[config.mk]
export PLATFORM = sky130hd
export DESIGN_NAME = memu
export DESIGN_NICKNAME = d
export VERILOG_FILES = /design/src/rtl/memu_pkg.sv /design/src/rtl/memu_load_align.sv /design/src/rtl/memu.sv
export SDC_FILE = /design/constraint.sdc
export NUM_CORES = 1
export LEC_CHECK = 0
export ABC_AREA = 1
export ABC_CLOCK_PERIOD_IN_PS = 10300
export BUFFER_PORTS_ARGS = -buffer_cell sky130_fd_sc_hd__buf_2
export CORE_AREA = 2 2 194 196
export CTS_CLUSTER_DIAMETER = 30
export DETAILED_ROUTE_END_ITERATION = 16
export DIE_AREA = 0 0 196 198
export GPL_ROUTABILITY_DRIVEN = 0
export PLACE_DENSITY = 0.62
export SLEW_MARGIN = 20
export SYNTH_ARGS = -nofsm -noshare
export SYNTH_HDL_FRONTEND = slang
export SYNTH_SLANG_ARGS = --single-unit
[constraint.sdc]
create_clock -name clk -period 10.3 [get_ports clk]
set_input_delay 0.515 -clock clk [delete_from_list [all_inputs] [get_ports clk]]
set_output_delay 0.515 -clock clk [all_outputs]
set_load 0.01 [all_outputs]
[src/rtl/memu_pkg.sv]
// Shared widths, memory-op encodings and the execute-to-memory bundle layout
// for the memory-access stage.
package memu_pkg;

    localparam int EXE2MEM_LEN = 213;
    localparam int MEM2WB_LEN  = 207;
    localparam int MEM_RF_LEN  = 40;

    localparam logic [3:0] MEM_OP_LD_B  = 4'd0;
    localparam logic [3:0] MEM_OP_LD_H  = 4'd1;
    localparam logic [3:0] MEM_OP_LD_W  = 4'd2;
    localparam logic [3:0] MEM_OP_ST_B  = 4'd4;
    localparam logic [3:0] MEM_OP_ST_H  = 4'd5;
    localparam logic [3:0] MEM_OP_ST_W  = 4'd6;
    localparam logic [3:0] MEM_OP_LD_BU = 4'd8;
    localparam logic [3:0] MEM_OP_LD_HU = 4'd9;

    // Execute-stage bundle, first field is the MSB of the flat vector.
    typedef struct packed {
        logic        mem_req;
        logic        res_from_mem;
        logic        rf_we;
        logic [4:0]  rf_waddr;
        logic [31:0] result;
        logic [3:0]  mem_op;
        logic [31:0] pc;
        logic        csr_read;
        logic        csr_we;
        logic [13:0] csr_num;
        logic [31:0] csr_wmask;
        logic [31:0] csr_wvalue;
        logic [31:0] vaddr;
        logic        ex_valid;
        logic [5:0]  ecode;
        logic [8:0]  esubcode;
        logic        is_ertn;
        logic [2:0]  tlb_op;
        logic [4:0]  invtlb_op;
    } exe2mem_t;

endpackage

[src/rtl/memu_load_align.sv]
// Picks the addressed byte/halfword out of a load response and extends it
// according to the load flavour. Purely combinational.
module memu_load_align
    import memu_pkg::*;
(
    input  logic [3:0]  mem_op,
    input  logic [1:0]  offset,
    input  logic [31:0] rdata,
    output logic [31:0] value
);

    logic [7:0]  lane [4];
    logic [7:0]  sel_byte;
    logic [15:0] sel_half;

    for (genvar gi = 0; gi < 4; gi++) begin : g_lane
        assign lane[gi] = rdata[8*gi +: 8];
    end

    assign sel_byte = lane[offset];
    assign sel_half = offset[1] ? rdata[31:16] : rdata[15:0];

    // Extend the selected lane; word loads and anything else pass through.
    always_comb begin
        value = rdata;
        case (mem_op)
            MEM_OP_LD_B:  value = {{24{sel_byte[7]}}, sel_byte};
            MEM_OP_LD_H:  value = {{16{sel_half[15]}}, sel_half};
            MEM_OP_LD_BU: value = {24'd0, sel_byte};
            MEM_OP_LD_HU: value = {16'd0, sel_half};
            default:      value = rdata;
        endcase
    end

endmodule

[src/rtl/memu.sv]
// Memory-access pipeline stage: holds the execute bundle until its data
// response arrives, aligns load data, and forwards to writeback/decode.
// Responses belonging to flushed instructions are counted and dropped.
module memu
    import memu_pkg::*;
(
    input  logic                   clk,
    input  logic                   resetn,
    input  logic                   flush,
    output logic                   mem_allowin,
    input  logic                   exe_to_mem_valid,
    input  logic [EXE2MEM_LEN-1:0] exe_to_mem_zip,
    input  logic                   data_sram_data_ok,
    input  logic [31:0]            data_sram_rdata,
    input  logic                   wb_allowin,
    output logic                   mem_to_wb_valid,
    output logic [MEM2WB_LEN-1:0]  mem_to_wb_zip,
    output logic [MEM_RF_LEN-1:0]  mem_rf_zip,
    output logic                   mem_ex
);

    exe2mem_t    exe_zip;
    exe2mem_t    zip_reg;
    logic        mem_valid_reg;
    logic        resp_got_reg;
    logic [31:0] rdata_buf_reg;
    logic [1:0]  cancel_cnt_reg;
    logic [1:0]  cancel_cnt_next;
    logic [1:0]  cancel_inc;
    logic [1:0]  cancel_dec;

    logic        cancel_idle;
    logic        data_ok_live;
    logic        mem_ready_go;
    logic        capture;
    logic        live_pending;
    logic        load_wait;
    logic [31:0] load_raw;
    logic [31:0] load_value;
    logic [31:0] final_result;

    assign exe_zip      = exe_to_mem_zip;
    assign cancel_idle  = (cancel_cnt_reg == 2'd0);
    // A response only belongs to the live instruction once all cancelled ones drained.
    assign data_ok_live = data_sram_data_ok & cancel_idle;
    assign mem_ready_go = ~zip_reg.mem_req | resp_got_reg | data_ok_live;
    assign mem_allowin  = ~mem_valid_reg | (mem_ready_go & wb_allowin);
    assign capture      = exe_to_mem_valid & mem_allowin;
    assign mem_to_wb_valid = mem_valid_reg & mem_ready_go;

    // Live request whose response is still in flight and will not arrive this cycle.
    assign live_pending = mem_valid_reg & zip_reg.mem_req & ~resp_got_reg & ~data_ok_live;

    // Capture the execute bundle on handshake.
    always_ff @(posedge clk) begin
        if (capture) begin
            zip_reg <= exe_zip;
        end
    end

    // Stage valid; a flush kills whatever would be in the stage next cycle.
    always_ff @(posedge clk) begin
        if (!resetn || flush) begin
            mem_valid_reg <= 1'b0;
        end else if (mem_allowin) begin
            mem_valid_reg <= exe_to_mem_valid;
        end
    end

    // Remember the response when WB cannot take the result immediately.
    always_ff @(posedge clk) begin
        if (!resetn) begin
            resp_got_reg <= 1'b0;
        end else if (capture) begin
            resp_got_reg <= 1'b0;
        end else if (mem_valid_reg && zip_reg.mem_req && !resp_got_reg && data_ok_live) begin
            resp_got_reg <= 1'b1;
        end
    end

    // Response data buffer, loaded together with resp_got.
    always_ff @(posedge clk) begin
        if (!capture && mem_valid_reg && zip_reg.mem_req && !resp_got_reg && data_ok_live) begin
            rdata_buf_reg <= data_sram_rdata;
        end
    end

    // Cancel count: add orphaned requests on flush, retire one per dropped response.
    always_comb begin
        cancel_inc = 2'd0;
        if (flush) begin
            cancel_inc = {1'b0, live_pending} + {1'b0, capture & exe_zip.mem_req};
        end
        cancel_dec      = {1'b0, data_sram_data_ok & ~cancel_idle};
        cancel_cnt_next = cancel_cnt_reg + cancel_inc - cancel_dec;
    end

    // Cancel counter register.
    always_ff @(posedge clk) begin
        if (!resetn) begin
            cancel_cnt_reg <= 2'd0;
        end else begin
            cancel_cnt_reg <= cancel_cnt_next;
        end
    end

    assign load_raw = resp_got_reg ? rdata_buf_reg : data_sram_rdata;

    memu_load_align u_load_align (
        .mem_op (zip_reg.mem_op),
        .offset (zip_reg.result[1:0]),
        .rdata  (load_raw),
        .value  (load_value)
    );

    assign final_result = zip_reg.res_from_mem ? load_value : zip_reg.result;
    // Decode must stall on a load whose data is not yet available.
    assign load_wait    = zip_reg.res_from_mem & ~mem_ready_go;

    assign mem_to_wb_zip = {zip_reg.rf_we, zip_reg.rf_waddr, final_result, zip_reg.pc,
                            zip_reg.csr_read, zip_reg.csr_we, zip_reg.csr_num,
                            zip_reg.csr_wmask, zip_reg.csr_wvalue, zip_reg.vaddr,
                            zip_reg.ex_valid, zip_reg.ecode, zip_reg.esubcode,
                            zip_reg.is_ertn, zip_reg.tlb_op, zip_reg.invtlb_op};

    assign mem_rf_zip = {mem_valid_reg & zip_reg.csr_read, mem_valid_reg & load_wait,
                         mem_valid_reg & zip_reg.rf_we, zip_reg.rf_waddr, final_result};

    assign mem_ex = mem_valid_reg & (zip_reg.ex_valid | zip_reg.is_ertn);

endmodule

* After elaboration in Yosys (flattened, before gate mapping)
Cells that the tools add are included.
** Word-level totals
- Register bits after elaboration :: 249
- Output and inout port bits :: 250
- Logic and storage cells :: 78
** Operators by class
- Add/sub/neg operators :: 3
- $lt $le $gt $ge :: 1
- Equal/unequal tests :: 3
- Muxes and demuxes :: 8
- Bitwise gates (word level) :: 26
- Reduce and logical (&&, ||, !) cells :: 14
** Operator list (number)
- case mux 32 bit (4 select lines) :: 1
- two-way mux 32 bit :: 2
- binary-select mux 8 bit (select 2 bit) :: 1
- two-way mux 16 bit :: 1
- two-way mux 8 bit :: 2
- AND 1 bit :: 14
- == test 4 bit, second input constant :: 2
- logical AND 1 bit :: 7
- NOT 1 bit :: 7
- == test 4 x 1 -> 1 bit, second input constant :: 1
- logical NOT 4 bit :: 1
- OR 1 bit :: 4
- greater-or-equal comparator 3 bit, second input constant :: 1
- logical NOT 1 bit :: 3
- NOT 2 -> 3 bit :: 1
- adder 1 x 1 -> 2 bit :: 1
- adder 2 bit :: 1
- logical NOT 2 bit :: 1
- two-way mux 2 bit :: 1
- OR reduction 2 bit :: 1
- subtractor 2 x 1 -> 2 bit :: 1
- logical OR 1 bit :: 1

* Depth between registers and ports, before layout
- Word-level depth :: 11
- Mapped depth :: 15
- Depth with buffers taken out :: 15

* Hierarchy
Synthesis repeated with hierarchy kept, for this count alone.
** Second synthesis, totals
- Cells, all modules :: 887
- Area, all modules :: 10928.0 um^2
** By module, submodules not included
- memu :: instances 1, cells each 721, area an instance 10082.2 um^2
- memu_load_align :: instances 1, cells each 166, area an instance 845.8 um^2

* Worst setup path after synthesis
OpenSTA, ideal clock, no wires.
- Path kind :: in2reg
- Start :: in data_sram_data_ok
- End :: reg zip_reg (netlist bit mem_rf_zip[32]), enable pin
- Library setup time :: 0.791 ns
- Arrival time :: 9.887 ns
- Setup slack :: -0.378 ns
- Cell stages on the path :: 6
- Cells stage by stage :: inv_1 -> nor3_1 -> nor3_2 -> nand2_1 -> nand2_2 -> nor2_1
** On the way
- Cells in the longest elaborated chain, start to end :: 5
** RTL lines
- start, declared :: line memu.sv:13 : input logic data_sram_data_ok,
- AND 1 bit :: line memu.sv:45 : assign data_ok_live = data_sram_data_ok & cancel_idle;
- OR 1 bit :: line memu.sv:46 : assign mem_ready_go = ~zip_reg.mem_req | resp_got_reg | data_ok_live;
- AND 1 bit :: line memu.sv:47 : assign mem_allowin = ~mem_valid_reg | (mem_ready_go & wb_allowin);
- OR 1 bit :: line memu.sv:47
- AND 1 bit :: line memu.sv:48 : assign capture = exe_to_mem_valid & mem_allowin;
- net capture :: line memu.sv:35 : logic capture;
- end signal, assigned :: line memu.sv:57 : zip_reg <= exe_zip;
- end, declared :: line memu.sv:23 : exe2mem_t zip_reg;
The timed path passes the listed nets, and every way through them passes these cells.
A chain may end at the register's enable or synchronous reset.

* Final worst setup path
- Start :: reg cancel_cnt_reg[1]
- End :: reg zip_reg (netlist bit mem_to_wb_zip[131]), enable pin
** On the way
- Cells in the longest elaborated chain, start to end :: 6
** RTL lines
- start, declared :: line memu.sv:27 : logic [1:0] cancel_cnt_reg;
- start signal, assigned :: line memu.sv:103 : cancel_cnt_reg <= cancel_cnt_next;
- logical NOT 2 bit :: line memu.sv:43 : assign cancel_idle = (cancel_cnt_reg == 2'd0);
- AND 1 bit :: line memu.sv:45
- OR 1 bit :: line memu.sv:46
- AND 1 bit :: line memu.sv:47
- OR 1 bit :: line memu.sv:47
- AND 1 bit :: line memu.sv:48
- net capture :: line memu.sv:35
The timed path passes the listed nets, and every way through them passes these cells.

==> results.cfg <==
[run_status]
status = finished, final reports clean

[grt]
met2_usage = 0.270
globalRoute.totalOverflow = 0
antenna_found_initial = 10
use_met3 = 0.0606
track_usage = 0.155
grt_pass1_vias = 7227
top_usage_layer = met2
grt_max_degree = 71
grt_pass1_wl_mm = 44.2
use_met1 = 0.170

[sta]
relSlewSlack = 0.407
setup_viol = 0
fin_ws_ns = 6.79
clock_skew_ns = 0.0240
finalCritPeriodShare = 0.341
worst_slew_pin_slew_ns = 0.890
period_needed_ns = 3.51
hold_viol = 0
max_freq_mhz = 285
drv_slew = 0
finalSetupTns_ns = 0
rsz0062_at_grt = false

[detailed_routing]
avgViaCountPerCell = 4.20
drtAntennaViolNets = 0
first_pass_iters = 5
via_count = 7215
routed_wirelength_mm = 31.2
wl_per_cell_um = 18.1
drc = 0
drtIter0Drc = 376

[clock_tree]
cts-root-buf = clkbuf_16
cts_buffers = 60
ctsResizeCount = 0
post_cts_buffers = 0
cts_num_sinks = 249
clk_latency_ns = 0.58
htreeDepth = 2
cts_tree = yes
clk_pin_slew_ns = 0.05
cts_buffer_depth = 3
hold_buffers = 0

[synth]
ys_warn_count = 0
synthTopCellsByArea = edfxtp_1 (68%), buf_4 (15%), nand2_1 (6.2%)
ys_ff_latch = 249
syn_nets = 1116
seq_area_frac_synth = 0.685
synth_area_leader_cell = edfxtp_1
synth_cells = 862
syn_avg_cell_area_sq_um = 12.6
synth_cell_types = 29
synth_area_sq_um = 10900
yosysTopAreaCellShare = 0.678

[floorplan]
die-area_sq_um = 38800
die_w_um = 196
std_cell_rows = 71
pin_count = 501
initial_core_util = 0.294
die_h_um = 198
coreArea_sq_um = 37000

[placed_design]
hpwl_mm = 24.1
dpl_worst_slack_ns = 6.50
port_buffers = 500
dpl_cell_area_sq_um = 12300
dp_cells = 1609

[final_layout]
syn2layout_area_growth_pct = 31.7
largest_reg_flops = 170
drive_gt1_frac = 0.503
nets = 1451
final_area_sq_um = 14300
fin_cells = 1719
layout_common_cells = buf_2 (500), edfxtp_1 (245), nand2_1 (179), clkbuf_16 (61), nand3_1 (52)
final_common_cell = buf_2

[critical_path]
cpMaxStageDelayCell = buf_4
end_kind = flip-flop
crit_top_cell = buf_4
timing.critical_path.cells = nor3_1, nor3_2, nand2_1, nand2_2, nor2_4, buf_4, buf_4
crit_fanout = 63
crit_required_ns = 10.50
crit_type = reg -> reg
max_stage_delay_ns = 0.75
crit_arrival_ns = 3.71
start_kind = flip-flop

[power]
combPwrFrac = 0.087
vdd_drop_max_v = 0.000169
power_density_nw_per_um2 = 235
switchingPower_uw = 758
power.total_uw = 3360
p_leak_uw = 0.00650
p_seq_frac = 0.363
swShare = 0.226
internal-power_uw = 2600
pwr-share-clk = 0.551

[hold_path]
hold_path_class = in -> reg

[run]
maxCapViolations = 0
-- cell type report --
class,count,area (sq um)
Fill cell,3589,22700
Sequential cell,249,7440
Timing Repair Buffer,507,2550
Clock buffer,70,1560
Multi-Input combinational cell,330,1500
Tap cell,474,593
Clock inverter,39,458
Inverter,49,189
Antenna cell,1,2.50
-- power groups by stage --
stage	clock network, uW	registers [uW]	logic [uW]
CTS	1890	1220	297
floorplan	0	1240	211
finish	1850	1220	290
detailed placement	0	1230	296
global route	1940	1220	321
global placement	0	1230	292
-- synthesized netlist by cell type --
master    count
a21oi_1      24
a21oi_2       1
a32oi_1       1
buf_2         9
buf_4       214
buf_6         6
clkbuf_1      5
clkinv_1      1
dfxtp_1       4
edfxtp_1    245
ha_1          3
inv_1        43
inv_2         4
inv_6         1
nand2_1     179
nand2_2       4
nand2_4       1
nand3_1      52
nand3_2       2
nand4_1       1
nor2_1       23
nor3_1        3
nor3_2        1
o21ai_0      13
o21ai_1       2
o21bai_1      1
o22a_1        1
or2_2        16
xnor2_1       2
-- critical path, delay by kind of cell (launching register included) --
family / cells / cell delay (ns)
flops: 1 / 0.33
simple gates: 5 / 1.20
buf+inv: 2 / 1.48
-- cells by family (layout without fill, tap and decap cells) --
group / Yosys count / in the layout / share of synthesized area
adders and majority gates: 3 / 3 / 0.00346
buffers and inverters: 283 / 665 / 0.178
and+or+nand+nor: 282 / 282 / 0.111
AOI/OAI and AO/OA: 43 / 43 / 0.0211
xor gates and xnor gates: 2 / 2 / 0.00161
DFF: 249 / 249 / 0.685
other: 0 / 1 / 0
-- routing by layer --
| metal | wire length, um | vias up | share of wire |
|---|---|---|---|
| met3 | 2840 | 78 | 0.091 |
| met4 | 924 | 16 | 0.030 |
| li1 | - | 3403 | - |
| met2 | 16000 | 354 | 0.51 |
| met1 | 11300 | 3364 | 0.36 |
| met5 | 111 | - | 0.0036 |
-- path summary, 6_finish.rpt --
| check | from | slack, ns | cells after the start | to |
|---|---|---|---|---|
| max | cancel_cnt_reg[1]$_SDFF_PN0_ | 6.79 | 7 | mem_to_wb_zip[131]$_DFFE_PP_ |
| min | exe_to_mem_zip[94] | 0.11 | 1 | mem_to_wb_zip[94]$_DFFE_PP_ |
| max reg2reg | cancel_cnt_reg[1]$_SDFF_PN0_ | 6.79 | 7 | mem_to_wb_zip[131]$_DFFE_PP_ |
| min reg2reg | cancel_cnt_reg[0]$_SDFF_PN0_ | 0.60 | 3 | cancel_cnt_reg[0]$_SDFF_PN0_ |
-- metrics by stage --
stage | hold slack (ns) | utilization
2_1_floorplan | 0.560 | -
3_3_place_gp | 0.580 | 0.332
3_5_place_dp | 0.591 | 0.332
4_1_cts | 0.0665 | 0.387
5_1_grt | 0.0727 | 0.387
6_report | 0.106 | 0.387
Power figures use the tool's default switching activity.
